**src/rtl/rtc_inicializador.sv**
```systemverilog
// Power-up initialisation sequencer for the external RTC chip.
// After reset it walks once through a fixed table of register writes and holds
// each address/data pair on Direc/WR for HOLD_CYCLES clocks. auxiliar reports
// the current step, and reads NUM_STEPS once the table has been fully issued.
//
//  state   | meaning
//  --------+------------------------------------------------------------
//  S_LOAD  | first edge after reset release: present entry 0
//  S_WRITE | hold the current entry, advance once HOLD_CYCLES have elapsed
//  S_DONE  | table finished: outputs parked at 00/00/NUM_STEPS until reset
module rtc_inicializador #(
    parameter int HOLD_CYCLES = 4,
    parameter int NUM_STEPS   = 6
) (
    input  logic       clk,
    input  logic       reset,
    output logic [7:0] Direc,
    output logic [7:0] WR,
    output logic [3:0] auxiliar
);

    typedef enum logic [1:0] {
        S_LOAD  = 2'b00,
        S_WRITE = 2'b01,
        S_DONE  = 2'b10
    } state_t;

    localparam logic [7:0] HOLD_LAST  = 8'(HOLD_CYCLES - 1);
    localparam logic [3:0] STEPS_DONE = 4'(NUM_STEPS);

    state_t     state, state_nx;
    logic [7:0] hold, hold_nx;
    logic [7:0] direc_nx, wr_nx;
    logic [3:0] aux_nx;
    logic [3:0] aux_inc;

    // RTC register address for each table step
    function automatic logic [7:0] tab_addr(input logic [3:0] idx);
        case (idx)
            4'd0:    tab_addr = 8'h02;
            4'd1:    tab_addr = 8'h02;
            4'd2:    tab_addr = 8'h10;
            4'd3:    tab_addr = 8'h00;
            4'd4:    tab_addr = 8'h01;
            4'd5:    tab_addr = 8'h03;
            default: tab_addr = 8'h00;
        endcase
    endfunction

    // Data byte written at each table step (step 0 sets the init bit, step 1 clears it)
    function automatic logic [7:0] tab_data(input logic [3:0] idx);
        case (idx)
            4'd0:    tab_data = 8'h10;
            4'd2:    tab_data = 8'hD2;
            default: tab_data = 8'h00;
        endcase
    endfunction

    assign aux_inc = auxiliar + 4'd1;

    // Next state and next registered outputs
    always_comb begin
        state_nx = state;
        hold_nx  = hold;
        direc_nx = Direc;
        wr_nx    = WR;
        aux_nx   = auxiliar;
        case (state)
            S_LOAD: begin
                direc_nx = tab_addr(4'd0);
                wr_nx    = tab_data(4'd0);
                aux_nx   = 4'd0;
                hold_nx  = 8'd0;
                state_nx = S_WRITE;
            end
            S_WRITE: begin
                if (hold == HOLD_LAST) begin
                    hold_nx = 8'd0;
                    if (aux_inc < STEPS_DONE) begin
                        aux_nx   = aux_inc;
                        direc_nx = tab_addr(aux_inc);
                        wr_nx    = tab_data(aux_inc);
                    end else begin
                        aux_nx   = STEPS_DONE;
                        direc_nx = 8'h00;
                        wr_nx    = 8'h00;
                        state_nx = S_DONE;
                    end
                end else begin
                    hold_nx = hold + 8'd1;
                end
            end
            S_DONE: begin
                hold_nx  = 8'd0;
                direc_nx = 8'h00;
                wr_nx    = 8'h00;
                aux_nx   = STEPS_DONE;
            end
            default: begin
                // Unused encoding: park safely in the finished state
                hold_nx  = 8'd0;
                direc_nx = 8'h00;
                wr_nx    = 8'h00;
                aux_nx   = STEPS_DONE;
                state_nx = S_DONE;
            end
        endcase
    end

    // State and output registers, cleared asynchronously while reset is low
    always_ff @(posedge clk or negedge reset) begin
        if (!reset) begin
            state    <= S_LOAD;
            hold     <= 8'd0;
            Direc    <= 8'h00;
            WR       <= 8'h00;
            auxiliar <= 4'd0;
        end else begin
            state    <= state_nx;
            hold     <= hold_nx;
            Direc    <= direc_nx;
            WR       <= wr_nx;
            auxiliar <= aux_nx;
        end
    end

endmodule

```
**config.mk**
```make
export PLATFORM = sky130hd
export DESIGN_NAME = rtc_inicializador
export DESIGN_NICKNAME = d
export VERILOG_FILES = /design/src/rtl/rtc_inicializador.sv
export SDC_FILE = /design/constraint.sdc
export NUM_CORES = 1
export LEC_CHECK = 0
export ABC_AREA = 1
export CAP_MARGIN = 5
export CELL_PAD_IN_SITES_DETAIL_PLACEMENT = 0
export CELL_PAD_IN_SITES_GLOBAL_PLACEMENT = 1
export CORE_MARGIN = 2
export CORE_UTILIZATION = 25
export DETAILED_ROUTE_END_ITERATION = 10
export HOLD_SLACK_MARGIN = 0.03
export PLACE_DENSITY = 0.67
export SYNTH_ARGS = -nofsm -noshare
export SYNTH_HDL_FRONTEND = slang
export SYNTH_SLANG_ARGS = --single-unit
```
**constraint.sdc**
```tcl
create_clock -name clk -period 3.2 [get_ports clk]
set_input_delay 0.32 -clock clk [delete_from_list [all_inputs] [get_ports clk]]
set_output_delay 0.32 -clock clk [all_outputs]
set_load 0.05 [all_outputs]
```
==> out/metrics.cfg, run 1 <==
[status]
run_status=completed

[worst_setup_path]
critPathArrivalTime_ps=1650
worst_path_max_delay_cell=clkdlybuf4s50_1
r2r_end=Direc[1]
cp.required_ps=2880
worst_path_largest_cell_delay_ps=870
critPathKind=flop to output port
timing.reg2reg.setup_slack_ps=1680
timing.reg2reg.worst_path_depth=9
worstSetupStartpointType=flop
critical_path_buffers_and_inverters=1
worstPathCellList=clkdlybuf4s50_1
cp-end-kind=output port
critPathMaxFanout=10
critical_path.top_delay_family=buffers and inverters
worst_r2r_startpoint=auxiliar[0]

[power]
switching_portion_of_total_power_pct=22.9
power.sequential.fraction_pct=51.9
power_report.internal_total_uw=338
power.density_nw_per_um2=364
pwr-share-clk_pct=41.6
total_switching_power_uw=101
power_leakage_uw=0.000542
ir_worst_vdd_v=0.000100
combinationalPowerShare_pct=6.5

[finish]
area.growth.synth_to_final_pct=16.0
filler_cell_count=423
finish.net_count=139
regArea_um2=450
post_route_cells_drive_above_1_share_pct=9.16
layout_common_cells=dfrtp_1, nand2_1, inv_1
multi_input_comb_area_um2=460
antennaDiodeCount=0
layout.cells.most_common=dfrtp_1
postLayoutCellArea_um2=1200

[drt]
wire_per_inst_um=10.3
vias_per_cell=4.23
1st_iter_drt_viols=14
via_count=765
drt_drc_violations_left=0
drtPass1Iterations=2
drtAntennaViolNets=0
totalWireLength_mm=1.87

[sta]
finalSetupTns_ps=0
fmax_mhz=508
setup_viol=0
final_report_hold_violation_count=0
worst-slew-pin-transition_ps=797
clock-skew-final_ps=0.967
worst_slack_ps=1230
share_of_the_cycle_needed_by_the_critical_path_after_routing_pct=61.5
final_period_minus_worst_setup_slack_ps=1970
rsz0062_at_grt=no
maxSlewHeadroom_pct=46.7
slew_viol_final=0

[placed_design]
hpwl_mm=1.47
gp_congestion=0.709
post-place-ws_ps=1500
postPlaceCellArea_um2=1150
quantity_of_i_o_buffers_inserted_on_ports=12

[global_route]
grt_first_pass_wirelength_mm=3.09
number_of_antenna_violations_at_the_first_check_in_global_routing=0
number_of_global_route_vias_before_repair=725
grt_usage_pct=8.84
grt_overflow_total=0
largest_net_degree_at_the_start_of_global_routing=19

[clock_tree]
ctsHtreeMaxLevel=1
tritoncts_num_sinks=18
cts_hold_buf=0
tritoncts=built
postCtsSetupRepairBufs=0
clockBufferDepth=2
worst_skew_pair.late_latency_ps=250
clk_root_buffer_cell=clkbuf_8
clock_pin_transition_on_the_worst_setup_and_hold_timing_paths_ps=70
cts_buffers=3
cts-resized-gates=0

[yosys]
synth_cells=120
syn_avg_cell_area_um2=8.65
synth.distinct_cells=25
flops_latches_synth=18
synth_seq_area_share_pct=43.4
synth_warnings=0
syn_area_um2=1040

[die]
core-area_um2=4000
die_y_um=68.5
placementRows=23
design.die.area_um2=4690
initial_utilization_pct=26.0
die_width_um=68.5
num_io_pins=22

[worst_hold_path]
min_delay_path_depth=1
timing.hold.worst_endpoint=hold[0]
hp-class=flop to flop
hold_path_startpoint=hold[0]

[flow_run]
maxCapViolations=0

## sequential cells by signal, summed over array words and instances (netlist names)
name / count
auxiliar: 4
state: 2
hold: 8
Direc: 2
WR: 2
## cell type report
class                      count  share of cell area (%)
timing repair buffer          12                    9.97
inverter                      15                    4.67
sequential                    18                    37.4
multi-input combinational     82                    38.2
tap                           50                    5.19
clock buffer                   4                    4.57
## kinds of logic (layout without fill, tap and decap cells)
family / after synthesis / after routing / share of synthesized area (%)
buffers and inverters: 28 / 31 / 15.2
adders and majority gates: 5 / 5 / 6.02
AOI/OAI and AO/OA: 11 / 11 / 5.78
DFF: 18 / 18 / 43.4
and+or+nand+nor: 55 / 55 / 27.6
other: 1 / 9 / 0.361
xor gates and xnor gates: 2 / 2 / 1.69
## routing by layer
layer  GRT usage [%]  wire [µm]  vias to the layer above
li1                -          -                      389
met1            10.0        814                      361
met2            15.6        958                       12
met3            2.63         80                        3
met4            3.00         18                        0
met5               0          0                        -
## synth_stat cells
master / n / area share (%)
dfrtp_1: 18 / 43
nand2_1: 17 / 6.1
inv_1: 14 / 5.1
buf_4: 12 / 8.7
nor2_1: 12 / 4.3
nand3_1: 10 / 4.8
ha_1: 5 / 6.0
nand4_1: 4 / 2.4
a21oi_1: 3 / 1.4
nor3b_1: 3 / 2.2
o21ai_0: 3 / 1.4
o21ai_1: 3 / 1.4
nand2_2: 2 / 1.2
nor2_4: 2 / 2.2
o211ai_1: 2 / 1.4
and3_1: 1 / 0.60
buf_6: 1 / 1.1
clkinv_1: 1 / 0.36
conb_1: 1 / 0.36
nand3_2: 1 / 0.96
nand4_2: 1 / 1.2
nor2_2: 1 / 0.60
nor3_2: 1 / 0.96
xnor2_1: 1 / 0.84
xor2_1: 1 / 0.84
## how the worst max path moves through the flow
stage / depth (start not counted) / slack (ps) / endpoint / start
after detailed placement: 1 / 1500 / auxiliar[0] / auxiliar[0]
after global routing: 1 / 1160 / auxiliar[0] / auxiliar[0]
after floorplan: 9 / 1520 / Direc[1] / auxiliar[1]
after CTS: 1 / 1220 / auxiliar[0] / auxiliar[0]
final: 1 / 1230 / auxiliar[0] / auxiliar[0]
after global placement: 1 / 1540 / auxiliar[0] / auxiliar[0]
## through the flow
stage	power, µW	std cells	util (%)	hold slack, ps
detailed placement	260	177	28.7	453
global route	462	181	30.1	488
floorplan	263	128	-	24.4
global placement	260	177	28.7	450
finish	438	181	30.1	462
CTS	447	181	30.1	462
## power groups by stage
stage	clock network [µW]	logic [µW]	registers [µW]
floorplan	0	31.5	232
finish	182	28.3	227
detailed placement	0	28.7	232
global placement	0	28.7	232
global route	205	30.1	227
CTS	191	28.7	227
No activity file was read; power rests on OpenSTA's default activity.
==> inputs of run 2 (changes only) <==
==> constraint.sdc (replaced) <==
create_clock -name clk -period 2.02 [get_ports clk]
set_input_delay 0.202 -clock clk [delete_from_list [all_inputs] [get_ports clk]]
set_output_delay 0.202 -clock clk [all_outputs]
set_load 0.05 [all_outputs]
==> out/metrics.cfg, run 2 (synthesis gave the netlist of run 1 again) <==
[sta]
slew_viol_final=0  ; unchanged
rsz0062_at_grt=no
finalSetupTns_ps=0  ; unchanged
clock-skew-final_ps=2.65  ; +1.68 ps
setup_viol=0  ; unchanged
fmax_mhz=549
final_period_minus_worst_setup_slack_ps=1820
final_report_hold_violation_count=0  ; unchanged
maxSlewHeadroom_pct=65.7  ; +19 points
share_of_the_cycle_needed_by_the_critical_path_after_routing_pct=90.2
worst-slew-pin-transition_ps=513  ; -284 ps

[clock_tree]
cts_buffers=3  ; unchanged
worst_skew_pair.late_latency_ps=250  ; about the same
ctsHtreeMaxLevel=1  ; unchanged
clk_root_buffer_cell=clkbuf_8
cts_hold_buf=0  ; unchanged
tritoncts=built
clock_pin_transition_on_the_worst_setup_and_hold_timing_paths_ps=60  ; about the same
tritoncts_num_sinks=18  ; unchanged
postCtsSetupRepairBufs=0  ; unchanged
clockBufferDepth=2  ; unchanged
cts-resized-gates=0  ; unchanged

[drt]
vias_per_cell=4.26  ; +0.78%
1st_iter_drt_viols=12  ; -2
wire_per_inst_um=10.2  ; -1.3%
drt_drc_violations_left=0  ; unchanged
drtAntennaViolNets=0  ; unchanged
drtPass1Iterations=4  ; +2
totalWireLength_mm=1.85  ; -1.3%
via_count=771  ; +0.78%

[worst_setup_path]
timing.reg2reg.worst_path_depth=7  ; -2
worst_path_max_delay_cell=clkdlybuf4s50_1
worstSetupStartpointType=flop
worst_setup_path_endpoint=auxiliar[0]
timing.reg2reg.setup_slack_ps=510  ; -1170 ps
cp.required_ps=1820  ; -1060 ps
critical_path_cell_count=1  ; unchanged
critical_path.top_delay_family=buffers and inverters
worst_r2r_startpoint=auxiliar[0]
cp-end-kind=output port
worstPathCellList=clkdlybuf4s50_1
critPathKind=flop to output port
critPathMaxFanout=10  ; unchanged
worst_path_largest_cell_delay_ps=860  ; about the same
critical_path_buffers_and_inverters=1  ; unchanged
r2r_end=auxiliar[0]
critPathArrivalTime_ps=1620  ; -30 ps
crit_start=auxiliar[0]

[flow_run]
maxCapViolations=0  ; unchanged

[die]
initial_utilization_pct=26.0  ; unchanged
num_io_pins=22  ; unchanged
die_y_um=68.5  ; unchanged
die_width_um=68.5  ; unchanged
placementRows=23  ; unchanged
core-area_um2=4000  ; unchanged
design.die.area_um2=4690  ; unchanged

[power]
total_switching_power_uw=154  ; +53%
power_report.internal_total_uw=496  ; +47%
pwr-share-clk_pct=37.4  ; -4.2 points
power_leakage_uw=0.000539  ; -0.44%
power.total_uw=650  ; +48%
power.sequential.fraction_pct=55.5  ; +3.6 points
switching_portion_of_total_power_pct=23.7  ; +0.77 points
power.density_nw_per_um2=542  ; +49%
ir_worst_vdd_v=0.000182  ; +81%
combinationalPowerShare_pct=7.1  ; +0.6 points

[finish]
registers.top_by_ff_count=hold
largest_reg_flops=8  ; unchanged
layout.cells.most_common=dfrtp_1
finish.net_count=140  ; +0.72%
post_route_cells_drive_above_1_share_pct=9.16  ; unchanged
antennaDiodeCount=0  ; unchanged
layout_common_cells=dfrtp_1, nand2_1, inv_1
top_regs=hold x8, auxiliar x4
area.growth.synth_to_final_pct=15.4

[status]
run_status=completed

[global_route]
grt_usage_pct=9.08  ; +0.24 points
grt_first_pass_wirelength_mm=3.08  ; -0.23%
grt_overflow_total=0  ; unchanged
largest_net_degree_at_the_start_of_global_routing=19  ; unchanged
number_of_global_route_vias_before_repair=716  ; -1.2%
number_of_antenna_violations_at_the_first_check_in_global_routing=0  ; unchanged

[worst_hold_path]
hp-class=input port to async pin

[placed_design]
quantity_of_i_o_buffers_inserted_on_ports=12  ; unchanged
gp_congestion=0.669  ; -5.7%
hpwl_mm=1.45  ; -1.5%

run 2: worst min path at each step:
stage          slack, ps       end
2_1_floorplan        -90  Direc[0]
3_5_place_dp         460   hold[0]
4_1_cts              280   hold[4]
6_report             270   hold[4]
5_1_grt              290   hold[4]
3_3_place_gp         450   hold[0]
run 2: final cells by class:
class	count	area, µm²
Clock buffer	3	41.3
Fill cell	428	2800
Inverter	15	56.3
Multi-Input combinational cell	82	460
Sequential cell	18	450
Tap cell	50	62.6
Timing Repair Buffer	13	128
run 2: metal layers:
metal	up-vias	routed length [µm]	track usage [%]
met3	2	92	4.61
li1	392	-	-
met5	-	0	0
met2	14	952	16.3
met1	363	791	9.21
met4	0	10	2.25
run 2: power groups by stage:
stage	logic, µW	registers [µW]	clock network [µW]
final	46.4	360	243
after global routing	49.8	360	280
after CTS	46.9	360	260
after detailed placement	46.9	367	0
after global placement	47.1	367	0
after floorplan	49.9	367	0
run 2: per-stage QoR:
step / utilization [%] / setup slack (ps) / cell area (µm²) / cells / hold slack [ps]
after global placement: 28.9 / 473 / 1160 / 178 / 450
after floorplan: - / 344 / 1070 / 128 / -93.6
after global routing: 30.0 / 130 / 1200 / 181 / 293
final: 30.0 / 199 / 1200 / 181 / 275
after detailed placement: 28.9 / 463 / 1160 / 178 / 458
after CTS: 30.0 / 182 / 1200 / 181 / 276
